$ cat config.mk
export PLATFORM = sky130hd
export DESIGN_NAME = store_buffer_be
export DESIGN_NICKNAME = d
export VERILOG_FILES = /design/src/rtl/store_buffer_be.sv
export SDC_FILE = /design/constraint.sdc
export NUM_CORES = 1
export LEC_CHECK = 0
export ABC_AREA = 1
export BUFFER_PORTS_ARGS = -buffer_cell sky130_fd_sc_hd__buf_2
export CORE_AREA = 2 2 202 204
export CTS_BUF_LIST = sky130_fd_sc_hd__clkbuf_8
export DETAILED_ROUTE_END_ITERATION = 10
export DIE_AREA = 0 0 204 206
export PLACE_DENSITY = 0.62
export SLEW_MARGIN = 20
export SYNTH_ARGS = -nofsm -noshare
export SYNTH_HDL_FRONTEND = slang
export SYNTH_SLANG_ARGS = --single-unit
$ cat constraint.sdc
create_clock -name clk -period 6 [get_ports clk]
set_clock_uncertainty 0.1 [all_clocks]
set_input_delay 0.3 -clock clk [delete_from_list [all_inputs] [get_ports clk]]
set_output_delay 0.3 -clock clk [all_outputs]
set_load 0.1 [all_outputs]
$ cat src/rtl/store_buffer_be.sv
// Store path from MEM to the data bus: aligns each store, builds byte enables,
// flags misaligned/illegal stores, queues legal ones and probes loads for word conflicts.
module store_buffer_be #(
    parameter int DATA_W = 32,
    parameter int ADDR_W = 32,
    parameter int DEPTH  = 4,
    localparam int BYTES = DATA_W / 8,
    localparam int OFS   = $clog2(BYTES),
    localparam int PW    = $clog2(DEPTH)
) (
    input  logic              clk,
    input  logic              reset,
    input  logic              reqValid,
    output logic              reqReady,
    input  logic [2:0]        storeSel,
    input  logic [ADDR_W-1:0] reqAddr,
    input  logic [DATA_W-1:0] reqData,
    output logic              busValid,
    input  logic              busReady,
    output logic [ADDR_W-1:0] busAddr,
    output logic [DATA_W-1:0] busWdata,
    output logic [BYTES-1:0]  busByteen,
    input  logic              ldValid,
    input  logic [ADDR_W-1:0] ldAddr,
    output logic              ldConflict,
    output logic              excAdES,
    output logic [ADDR_W-1:0] excAddr,
    output logic [PW:0]       count
);

    // Handshakes: a transfer happens on a rising edge where valid & ready are both 1;
    // a valid source holds its payload stable until that edge.
    logic [ADDR_W-1:0] addr_mem [DEPTH];
    logic [DATA_W-1:0] data_mem [DEPTH];
    logic [BYTES-1:0]  be_mem   [DEPTH];
    logic [PW-1:0]     wr_ptr, rd_ptr;

    logic [OFS-1:0]    ofs;
    logic [7:0]        size;
    logic              illegal;
    logic              misaligned;
    logic              accept, is_store, fault, push, pop;
    logic [BYTES-1:0]  mask;
    logic [BYTES-1:0]  byteen_new;
    logic [DATA_W-1:0] wdata_new;
    logic [ADDR_W-1:0] addr_new;

    assign ofs = reqAddr[OFS-1:0];

    always_comb begin
        size    = 8'd0;
        illegal = 1'b0;
        case (storeSel)
            3'd1: size = 8'd4;
            3'd2: size = 8'd2;
            3'd3: size = 8'd1;
            3'd4: begin
                size    = 8'd8;
                illegal = (DATA_W != 64);
            end
            default: illegal = (storeSel != 3'd0);
        endcase
    end

    assign misaligned = ((8'(ofs) & (size - 8'd1)) != 8'd0);
    assign accept     = reqValid & reqReady;
    assign is_store   = (storeSel != 3'd0);
    assign fault      = accept & is_store & (illegal | misaligned);
    assign push       = accept & is_store & ~illegal & ~misaligned;

    assign busValid = (count != '0);
    assign pop      = busValid & busReady;
    // Ready is withheld while full even if the head leaves this cycle.
    assign reqReady = ~reset & (count != (PW + 1)'(DEPTH));

    assign mask       = BYTES'((16'd1 << size) - 16'd1);
    assign byteen_new = mask << ofs;
    assign wdata_new  = reqData << {ofs, 3'b000};
    assign addr_new   = {reqAddr[ADDR_W-1:OFS], {OFS{1'b0}}};

    always_ff @(posedge clk) begin
        if (push) begin
            addr_mem[wr_ptr] <= addr_new;
            data_mem[wr_ptr] <= wdata_new;
            be_mem[wr_ptr]   <= byteen_new;
        end
    end

    always_ff @(posedge clk or posedge reset) begin
        if (reset) begin
            wr_ptr  <= '0;
            rd_ptr  <= '0;
            count   <= '0;
            excAdES <= 1'b0;
            excAddr <= '0;
        end else begin
            if (push) wr_ptr <= wr_ptr + 1'b1;
            if (pop)  rd_ptr <= rd_ptr + 1'b1;
            case ({push, pop})
                2'b10:   count <= count + 1'b1;
                2'b01:   count <= count - 1'b1;
                default: count <= count;
            endcase
            excAdES <= fault;
            if (fault) excAddr <= reqAddr;
        end
    end

    assign busAddr   = busValid ? addr_mem[rd_ptr] : '0;
    assign busWdata  = busValid ? data_mem[rd_ptr] : '0;
    assign busByteen = busValid ? be_mem[rd_ptr]   : '0;

    // An entry is occupied when its distance from the head is below count.
    logic [PW-1:0] rel;
    logic          hit;
    always_comb begin
        rel = '0;
        hit = 1'b0;
        for (int i = 0; i < DEPTH; i++) begin
            rel = PW'(i) - rd_ptr;
            if (({1'b0, rel} < count) &&
                (addr_mem[i][ADDR_W-1:OFS] == ldAddr[ADDR_W-1:OFS]))
                hit = 1'b1;
        end
    end

    assign ldConflict = ldValid & hit;

endmodule

==> impl_metrics.yaml <==
synth:
  syn_avg_cell_area_um2: 11.4
  netlist.top_cell.by_area: "edfxtp_1"
  syn_inst: 1205
  synth.most_common_cell: "edfxtp_1"
  synth.area.top_cells: "edfxtp_1, dfrtp_1, nand2_1"
  yosys_register_bits: 304
  yosys_warnings: 0
  ys_seq_area_share_pct: 64.9
  synth-main-ff-cell: "edfxtp_1"
  ys_types: 37
  synth_top_area_share_pct: 57.6
  synth_edf_count: 264
  synthesis.area_um2: 13800
  synth_common_cells: "edfxtp_1, nand2_1, nor2_1"
  async_reset_ff_share_pct: 13.2
clocking:
  cts-root-buf: "clkbuf_8"
  clkSinkCount: 304
  cts_buffers: 51
  cts_tree: "built"
  insertion_delay_ps: 620
  ctsLongestPathBuffers: 3
  clk_pin_slew_worst_paths_ps: 60
  htreeDepth: 2
drt:
  wl_um: 39200
  drt_iter0_drc: 675
  firstDrtPassIters: 5
  wl_per_cell_um: 19.5
  via_per_inst: 4.97
  drc: 0
  vias: 9984
  antenna_left: 0
critical_path:
  reg2regPathDepth: 5
  critPathKind: "reg -> out"
  cp-end-kind: "primary output"
  required_ps: 5600
  path_max_fanout: 58
  cp-start-kind: "register"
  cp.arrival_ps: 3680
floorplan:
  rows: 74
  die_area_um2: 42000
  fp.dieH_um: 206
  die_x_um: 204
  num_io_pins: 211
  initial_utilization_pct: 34.3
  core_area_um2: 40200
run:
  max_cap_viol_count: 0
timing:
  fin_tns_setup_ps: 0
  rsz0062_at_grt: "no"
  setup_viol_count_final: 0
  min_period_ps: 4080
  worstMarginPinSlew_ps: 1090
  maxSlewViolCount: 0
  fmax_ghz: 0.245
  slew_headroom_pct: 27.5
  worst_hold_slack_ps: 55.3
  min_period_over_period_pct: 68.0
  hold_viol_final: 0
final_layout:
  final_layout_size_suffix_gt1_share_pct: 21.0
  final_util_pct: 41.3
  final_nets: 1554
  n_antenna_cell: 0
  fillerInstances: 3854
  area_growth_pct: 20.5
global_route:
  grt_max_degree: 67
  overflow: 0
  grt_antenna_before_repair: 2
  grt_usage_pct: 18.6
  grt_pass1_vias: 9963
  grt_pass1_wl_um: 58500
placed_design:
  io_buffers: 206
  place.gp.congestion: 0.795
  dpl.hpwl_um: 24000
worst_hold_path:
  min_path_cells: 3
  hp-class: "in -> reg"
run_status:
  status: "finished, final reports clean"
## critical path, stage by stage, from the launching register on
cell and delay, ps:
dfrtp_2 580, buf_4 760, nor2_4 70, nor2_1 210, inv_1 70, ha_1 270
nand2_1 70, nand2_1 50, nand2_1 70, nand3_1 80, nor2_1 110, nand3_1 80
nand2_1 70, nor2_1 70, nor2_1 80, buf_2 430
## sequential cells by signal (all words and copies together), names as in the netlist
register / flops
data_mem: 128
excAddr: 32
count: 3
wr_ptr: 2
addr_mem: 120
rd_ptr: 2
excAdES: 1
be_mem: 16
## layout make-up
| cell class | instances | area, um2 | share of cell area, % |
|---|---|---|---|
| Clock buffer | 56 | 771 | 4.65 |
| Clock inverter | 35 | 175 | 1.06 |
| Sequential cell | 304 | 8930 | 53.8 |
| Timing Repair Buffer | 257 | 1530 | 9.22 |
| Multi-Input combinational cell | 761 | 4280 | 25.8 |
| Tap cell | 532 | 666 | 4.01 |
| Inverter | 64 | 243 | 1.46 |
## per-stage QoR
step | setup slack, ps | instance area [um2] | std cells
6_report | 1920 | 16600 | 2009
2_1_floorplan | 867 | 13800 | 1206
3_3_place_gp | 2470 | 15300 | 1882
4_1_cts | 1870 | 16600 | 2009
3_5_place_dp | 2450 | 15300 | 1882
5_1_grt | 1720 | 16600 | 2009
## timing repair
| action | CTS | global route |
|---|---|---|
| gates resized for setup | 0 | 0 |
| buffers inserted | 0 | 0 |
| hold buffers | 36 | 0 |
| hold endpoints to repair | 207 | 0 |
## metal layers
metal	GRT usage [%]	wire length, um	share of wire, %
met5	0	27	0.069
met4	5.69	703	1.8
met3	4.30	2850	7.3
met2	32.5	19300	49
met1	22.8	16300	42
## path summary, 6_finish.rpt
kind	slack (ps)	startpoint	end
worst max-delay path	1920	rd_ptr[1]$_DFFE_PP0P_	ldConflict
worst min-delay path	60	reqData[5]	data_mem[3][5]$_DFFE_PP_
worst max register to register	3070	count[0]$_DFFE_PP0P_	data_mem[0][30]$_DFFE_PP_
worst min register to register	380	excAddr[21]$_DFFE_PP0P_	excAddr[21]$_DFFE_PP0P_
max in group asynchronous	5020	reset	rd_ptr[0]$_DFFE_PP0P_
min in group asynchronous	310	reset	excAddr[6]$_DFFE_PP0P_
## kinds of logic after synthesis
family	Yosys count	synth area share [%]
adder cells (fa/ha/maj)	11	1.05
AND/OR/NAND/NOR	444	13.2
flip-flops	304	64.9
buffers and inverters	141	4.46
multiplexers	7	0.509
other	1	0.0272
XOR/XNOR	108	6.87
AO/OA/AOI/OAI	189	8.98
## layout by cell type (no fill, tap or decap), types with 2 or more instances in the layout
cell / n
a21oi_1: 23
a221oi_1: 10
a22oi_1: 66
a31oi_1: 56
buf_12: 2
buf_2: 206
buf_4: 13
clkbuf_8: 56
clkinv_1: 4
clkinv_2: 3
conb_1: 2
dfrtp_1: 38
dfrtp_2: 2
dlygate4sd3_1: 36
edfxtp_1: 264
ha_1: 10
inv_1: 80
inv_2: 7
mux2i_1: 7
nand2_1: 258
nand2_2: 2
nand3_1: 76
nand4_1: 7
nor2_1: 85
nor2_4: 8
nor3_1: 4
o21ai_0: 25
o21ai_1: 3
o22ai_1: 3
xnor2_1: 63
xor2_1: 45
Power is not shown: default switching activity piles up to over one toggle a cycle in this logic, so the estimate is an artifact.
